**src/rtl/jux_axi4_wr_slave.sv**
```systemverilog
// AXI4 write-channel slave: accepts one burst at a time, writes each beat to a
// single-port SRAM and returns the B response.
module jux_axi4_wr_slave #(
  parameter int unsigned DATA_WIDTH     = 2,
  parameter int unsigned ADDR_WIDTH     = 32,
  parameter int unsigned ID_WIDTH       = 4,
  parameter int unsigned AXLEN_WIDTH    = 8,
  parameter int unsigned MEM_ADDR_WIDTH = 10
) (
  input  logic                          aclk,
  input  logic                          areset,
  input  logic [ID_WIDTH-1:0]           awid,
  input  logic [ADDR_WIDTH-1:0]         awaddr,
  input  logic [AXLEN_WIDTH-1:0]        awlen,
  input  logic [2:0]                    awsize,
  input  logic [1:0]                    awburst,
  input  logic                          awvalid,
  output logic                          awready,
  input  logic [(8<<DATA_WIDTH)-1:0]    wdata,
  input  logic [(1<<DATA_WIDTH)-1:0]    wstrb,
  input  logic                          wlast,
  input  logic                          wvalid,
  output logic                          wready,
  output logic [ID_WIDTH-1:0]           bid,
  output logic [1:0]                    bresp,
  output logic                          bvalid,
  input  logic                          bready,
  output logic                          mem_we,
  output logic [MEM_ADDR_WIDTH-1:0]     mem_addr,
  output logic [(8<<DATA_WIDTH)-1:0]    mem_wdata,
  output logic [(1<<DATA_WIDTH)-1:0]    mem_wstrb
);

  localparam int unsigned DATA_W = 8 << DATA_WIDTH;
  localparam int unsigned STRB_W = 1 << DATA_WIDTH;
  localparam logic [1:0] RESP_OKAY   = 2'b00;
  localparam logic [1:0] RESP_SLVERR = 2'b10;
  localparam logic [1:0] BURST_FIXED = 2'b00;
  localparam logic [1:0] BURST_INCR  = 2'b01;
  localparam logic [1:0] BURST_WRAP  = 2'b10;

  typedef enum logic [1:0] {S_IDLE, S_DATA, S_RESP} state_t;

  state_t                      state_q, state_d;
  logic [ADDR_WIDTH-1:0]       addr_q, addr_d;
  logic [AXLEN_WIDTH-1:0]      len_q, len_d;
  logic [2:0]                  size_q, size_d;
  logic [1:0]                  burst_q, burst_d;
  logic [AXLEN_WIDTH-1:0]      cnt_q, cnt_d;
  logic                        err_q, err_d;
  logic                        nowrite_q, nowrite_d;

  logic                        awready_d, wready_d, bvalid_d, mem_we_d;
  logic [ID_WIDTH-1:0]         bid_d;
  logic [1:0]                  bresp_d;
  logic [MEM_ADDR_WIDTH-1:0]   mem_addr_d;
  logic [DATA_W-1:0]           mem_wdata_d;
  logic [STRB_W-1:0]           mem_wstrb_d;

  logic                        aw_hs, w_hs, last_beat, last_err, aw_bad;
  logic [ADDR_WIDTH-1:0]       beat_bytes, wrap_bytes, wrap_lower, addr_inc, addr_next;

  assign aw_hs     = awvalid & awready;
  assign w_hs      = wvalid & wready;
  assign last_beat = (cnt_q == len_q);
  // wlast must coincide exactly with the final beat
  assign last_err  = (wlast != last_beat);

  // Burst descriptors that are rejected up front: beats are drained but never written
  assign aw_bad = (awsize > 3'(DATA_WIDTH)) ||
                  (awburst == 2'b11) ||
                  ((awburst == BURST_WRAP) &&
                   !((awlen == AXLEN_WIDTH'(1)) || (awlen == AXLEN_WIDTH'(3)) ||
                     (awlen == AXLEN_WIDTH'(7)) || (awlen == AXLEN_WIDTH'(15))));

  assign beat_bytes = ADDR_WIDTH'(1) << size_q;
  assign wrap_bytes = (ADDR_WIDTH'(len_q) + ADDR_WIDTH'(1)) << size_q;
  assign wrap_lower = addr_q & ~(wrap_bytes - ADDR_WIDTH'(1));
  assign addr_inc   = addr_q + beat_bytes;

  // Byte address of the beat following the current one
  always_comb begin
    addr_next = addr_q;
    case (burst_q)
      BURST_FIXED: addr_next = addr_q;
      BURST_INCR:  addr_next = (addr_q & ~(beat_bytes - ADDR_WIDTH'(1))) + beat_bytes;
      BURST_WRAP:  addr_next = (addr_inc == (wrap_lower + wrap_bytes)) ? wrap_lower : addr_inc;
      default:     addr_next = addr_q;
    endcase
  end

  // Next-state and next-output logic
  always_comb begin
    state_d     = state_q;
    addr_d      = addr_q;
    len_d       = len_q;
    size_d      = size_q;
    burst_d     = burst_q;
    cnt_d       = cnt_q;
    err_d       = err_q;
    nowrite_d   = nowrite_q;
    bid_d       = bid;
    bresp_d     = bresp;
    mem_we_d    = 1'b0;
    mem_addr_d  = mem_addr;
    mem_wdata_d = mem_wdata;
    mem_wstrb_d = mem_wstrb;

    case (state_q)
      S_IDLE: begin
        if (aw_hs) begin
          bid_d     = awid;
          addr_d    = awaddr;
          len_d     = awlen;
          size_d    = awsize;
          burst_d   = awburst;
          cnt_d     = '0;
          err_d     = aw_bad;
          nowrite_d = aw_bad;
          state_d   = S_DATA;
        end
      end
      S_DATA: begin
        if (w_hs) begin
          mem_we_d    = ~nowrite_q;
          mem_addr_d  = addr_q[MEM_ADDR_WIDTH+DATA_WIDTH-1:DATA_WIDTH];
          mem_wdata_d = wdata;
          mem_wstrb_d = wstrb;
          addr_d      = addr_next;
          cnt_d       = cnt_q + AXLEN_WIDTH'(1);
          err_d       = err_q | last_err;
          if (last_beat) begin
            bresp_d = (err_q | last_err) ? RESP_SLVERR : RESP_OKAY;
            state_d = S_RESP;
          end
        end
      end
      S_RESP: begin
        if (bvalid && bready) state_d = S_IDLE;
      end
      default: state_d = S_IDLE;
    endcase

    awready_d = (state_d == S_IDLE);
    wready_d  = (state_d == S_DATA);
    bvalid_d  = (state_d == S_RESP);
  end

  // State register
  always_ff @(posedge aclk) begin
    if (areset) state_q <= S_IDLE;
    else        state_q <= state_d;
  end

  // Registered outputs and burst context
  always_ff @(posedge aclk) begin
    if (areset) begin
      awready   <= 1'b0;
      wready    <= 1'b0;
      bvalid    <= 1'b0;
      bid       <= '0;
      bresp     <= RESP_OKAY;
      mem_we    <= 1'b0;
      mem_addr  <= '0;
      mem_wdata <= '0;
      mem_wstrb <= '0;
      addr_q    <= '0;
      len_q     <= '0;
      size_q    <= '0;
      burst_q   <= '0;
      cnt_q     <= '0;
      err_q     <= 1'b0;
      nowrite_q <= 1'b0;
    end else begin
      awready   <= awready_d;
      wready    <= wready_d;
      bvalid    <= bvalid_d;
      bid       <= bid_d;
      bresp     <= bresp_d;
      mem_we    <= mem_we_d;
      mem_addr  <= mem_addr_d;
      mem_wdata <= mem_wdata_d;
      mem_wstrb <= mem_wstrb_d;
      addr_q    <= addr_d;
      len_q     <= len_d;
      size_q    <= size_d;
      burst_q   <= burst_d;
      cnt_q     <= cnt_d;
      err_q     <= err_d;
      nowrite_q <= nowrite_d;
    end
  end

endmodule

```
**config.mk**
```make
export PLATFORM = sky130hd
export DESIGN_NAME = jux_axi4_wr_slave
export DESIGN_NICKNAME = d
export VERILOG_FILES = /design/src/rtl/jux_axi4_wr_slave.sv
export SDC_FILE = /design/constraint.sdc
export NUM_CORES = 1
export LEC_CHECK = 0
export ABC_AREA = 1
export CORE_MARGIN = 8
export CORE_UTILIZATION = 45
export CTS_CLUSTER_SIZE = 16
export DETAILED_ROUTE_END_ITERATION = 8
export MAX_ROUTING_LAYER = met4
export PLACE_DENSITY = 0.7
export SLEW_MARGIN = 5
export SYNTH_ARGS = -nofsm -noshare
export SYNTH_HDL_FRONTEND = slang
export SYNTH_SLANG_ARGS = --single-unit
```
**constraint.sdc**
```tcl
create_clock -name aclk -period 4.3 [get_ports aclk]
set_clock_uncertainty 0.05 [all_clocks]
set_input_delay 0.86 -clock aclk [delete_from_list [all_inputs] [get_ports aclk]]
set_output_delay 0.86 -clock aclk [all_outputs]
set_load 0.02 [all_outputs]
```
==> run_results.csv <==
group,metric,value,unit
outcome,status,"finished, violations left",
outcome,violations,"negative setup slack",
setup_path,critPathLaunchType,"register",
setup_path,crit_end,"addr_q[13]$_SDFFE_PP0P_",
yosys,synthTopCellsByArea,"dfxtp_1 (21%), nand2_1 (16%), nor2_1 (10%)",
setup_path,crit_path_top_delay_cell,"dfxtp_2",
timing,setup_ws,-0.581,ns
layout,fin_util,69.6,%
floorplan,die_area,29000,µm²
power,leakage,0.00749,µW
clock_network,cts_hold_buf,0,
global_routing,grt_util_all_layers,31.3,%
floorplan,start_util,45.7,%
routing,wl_per_cell,17.8,µm
routing,ant_nets,0,
timing,whs,0.394,ns
placement,placed_cell_area,14100,µm²
routing,dr_wl_met3,5.14,mm
timing,fin_crit,4.88,ns
yosys,synth.largest_area_cell,"dfxtp_1",
yosys,synthSimpleGateAreaFrac,47.2,%
timing,tightest_slew,1.07,ns
setup_path,crit_fanout,6,
clock_network,clkLatencyLatePin,0.37,ns
yosys,synth_area,10700,µm²
power,irDropWorstVdd,190,µV
placement,dp_hpwl,34.0,mm
layout,drive_gt1_share,28.6,%
setup_path,reg2regPathDepth,40,
setup_path,r2r_end,"addr_q[13]$_SDFFE_PP0P_",
timing,timing.setup.tns,-16.42,ns
floorplan,rows,56,
yosys,syn_area_per_cell,5.73,µm²
timing,finalMaxSlewViolations,0,
floorplan,pin_count,147,
setup_path,cp.depth,40,
layout,diodes,0,
floorplan,fp.dieW,170,µm
global_routing,grt_pass1_wl,69.9,mm
routing,highest_layer,"met4",
placement,pre_cts_slack,-0.634,ns
floorplan,die_h,170,µm
yosys,ys_seq_area_share,21.0,%
yosys,synthMuxAreaShare,0,%
setup_path,path_buf_inv,8,
timing,fmax,205,MHz
yosys,synth-xor-area-share,3.93,%
job,drv_cap,0,
setup_path,cp.arrival,5.12,ns
setup_path,critPathMaxStageDelay,0.37,ns
global_routing,overflow,0,
routing,viasPerCell,5.36,
placement,place_congestion,0.997,
yosys,synth_cell_type_count,53,
setup_path,critPathLaunch,"len_q[1]$_SDFFE_PP0P_",
layout,synthToLayoutAreaGrowth,52.3,%
yosys,synth_top_area_share,21.0,%
yosys,synth_edf_count,0,
yosys,syn_nets,1987,
setup_path,r2r_start,"len_q[1]$_SDFFE_PP0P_",
routing,wl_met1,20.8,mm
clock_network,clk_pin_slew,0.10,ns
clock_network,cts_max_level,3,
layout,fin_nets,2379,
routing,wirelength,45.9,mm
placement,io_buffers,145,
yosys,async_flop_share,0,%
yosys,yosys_warnings,0,
routing,dr.pass1.iters,6,
timing,setup_viol,32,
timing,hold_viol_final,0,
yosys,synth_top_family_by_area,"simple AND/OR/NAND/NOR gates",
timing,layout_worst_path_cycle_share,114,%
routing,drc,0,
floorplan,coreArea,23400,µm²
routing,drtIter0Drc,1570,
routing,num_vias,13800,
global_routing,grt_max_degree,56,
setup_path,cp_common_cell,"nand2_1",
clock_network,cts_tree,"done",
yosys,synth_seq_cells,112,
hold_path,hold_class,"register to register",
clock_network,root_buffer,"clkbuf_16",
setup_path,reg2reg_slack,-0.58,ns
yosys,synth_compound_area_share,13.3,%
setup_path,crit_type,"register to register",
yosys,syn_inst,1866,
setup_path,worst-endpoint-required,4.54,ns
clock_network,clock_path_buffers,2,
clock_network,numCtsBuffers,9,
routing,wl_met2,18.8,mm
power,power-per-cell-area,237,nW/µm²
yosys,synth-main-ff-cell,"dfxtp_1",
timing,relSlewSlack,28.1,%
clock_network,clock_sinks,112,
timing,rsz0062_at_grt,"true",
setup_path,path_delay_family,"simple AND/OR/NAND/NOR gates",
global_routing,grt_pass1_vias,13100,
global_routing,antenna_found_initial,0,
layout,fin_area,16300,µm²
yosys,synth_adder_area_share,3.58,%
setup_path,critPathCaptureType,"register",
-- worst min-delay path by stage --
| stage | from | to | slack, ns | depth (start not counted) |
|---|---|---|---|---|
| after floorplan | nowrite_q$_SDFFE_PP0P_ | mem_we$_SDFF_PP0_ | 0.35 | 1 |
| after global placement | nowrite_q$_SDFFE_PP0P_ | mem_we$_SDFF_PP0_ | 0.37 | 1 |
| after detailed placement | nowrite_q$_SDFFE_PP0P_ | mem_we$_SDFF_PP0_ | 0.37 | 1 |
| after CTS | nowrite_q$_SDFFE_PP0P_ | mem_we$_SDFF_PP0_ | 0.39 | 1 |
| after global routing | nowrite_q$_SDFFE_PP0P_ | mem_we$_SDFF_PP0_ | 0.40 | 1 |
| final | nowrite_q$_SDFFE_PP0P_ | mem_we$_SDFF_PP0_ | 0.39 | 1 |
-- registers in the layout, summed over array words and instances (netlist names), 2 cells and up --
name and count:
mem_wdata 32, state_q 2, burst_q 2, mem_addr 10, mem_wstrb 4, addr_q 32, len_q 8, cnt_q 8
size_q 3, bid 4
-- layout by cell type, fill, tap and decap left out, types with 23 or more instances in the layout --
master and n:
nand3_1 166, inv_1 197, a21oi_1 53, nand3_2 44, xor2_1 38, nand2_4 34, nand4_1 23, clkdlybuf4s50_1 144
buf_4 276, nor3_1 31, inv_2 26, nor2_1 263, a21oi_2 41, nand2_2 54, dfxtp_1 105, o21ai_0 104
nand2_1 414, nor2_2 30
-- repair_timing --
item | in CTS | in global routing
pin swaps | 86 | 56
gates cloned | 5 | 1
endpoints found under the hold margin | 0 | 0
endpoints found under the setup margin | 32 | 32
setup buffers | 44 | 11
gates resized for setup | 180 | 118
-- final cells by class --
class	instances	area [µm²]
clock buffers	9	225
clock inverters	7	97.6
fillers	2071	7110
inverters	232	886
multi-input cells	1455	8460
flip-flops and latches	112	2260
well taps	319	399
repair buffers	448	3970
-- stage by stage --
stage / power, µW / cells
5_1_grt: 4040 / 2582
3_3_place_gp: 2590 / 2506
3_5_place_dp: 2600 / 2506
2_1_floorplan: 2000 / 1866
4_1_cts: 3740 / 2571
6_report: 3850 / 2582
-- kinds of logic after synthesis --
logic type | Yosys count
simple gates | 1129
fa+ha+maj | 30
flops | 112
compound gates | 247
buf+inv | 299
xor+xnor | 48
other cells | 1
-- report_power, final --
| part | internal, µW | leakage, µW | switching [µW] |
|---|---|---|---|
| sequential | 1090 | 0.000913 | 61.7 |
| combinational | 753 | 0.00642 | 1020 |
| clock | 433 | 0.000157 | 502 |
-- cells in the mapped netlist (all sizes together) (2+ instances only) --
cell type	number
nand2	503
nor2	316
inv	228
nand3	228
o21ai	116
dfxtp	112
a21oi	99
clkbuf	44
xor2	41
nor3	38
ha	29
nand4	24
buf	23
a31oi	8
o22ai	7
xnor2	7
nor4	6
clkinv	4
nand3b	4
or2	4
a21boi	3
nor3b	3
o211ai	3
o21bai	3
o21a	2
-- per-layer routing --
metal / vias up / global-route usage [%]
met3: 90 / 8.83
met4: 0 / 9.08
met5: - / -
met1: 6258 / 42.9
met2: 711 / 43.8
li1: 6786 / -
Note: power is estimated with default switching activity, not from simulation.
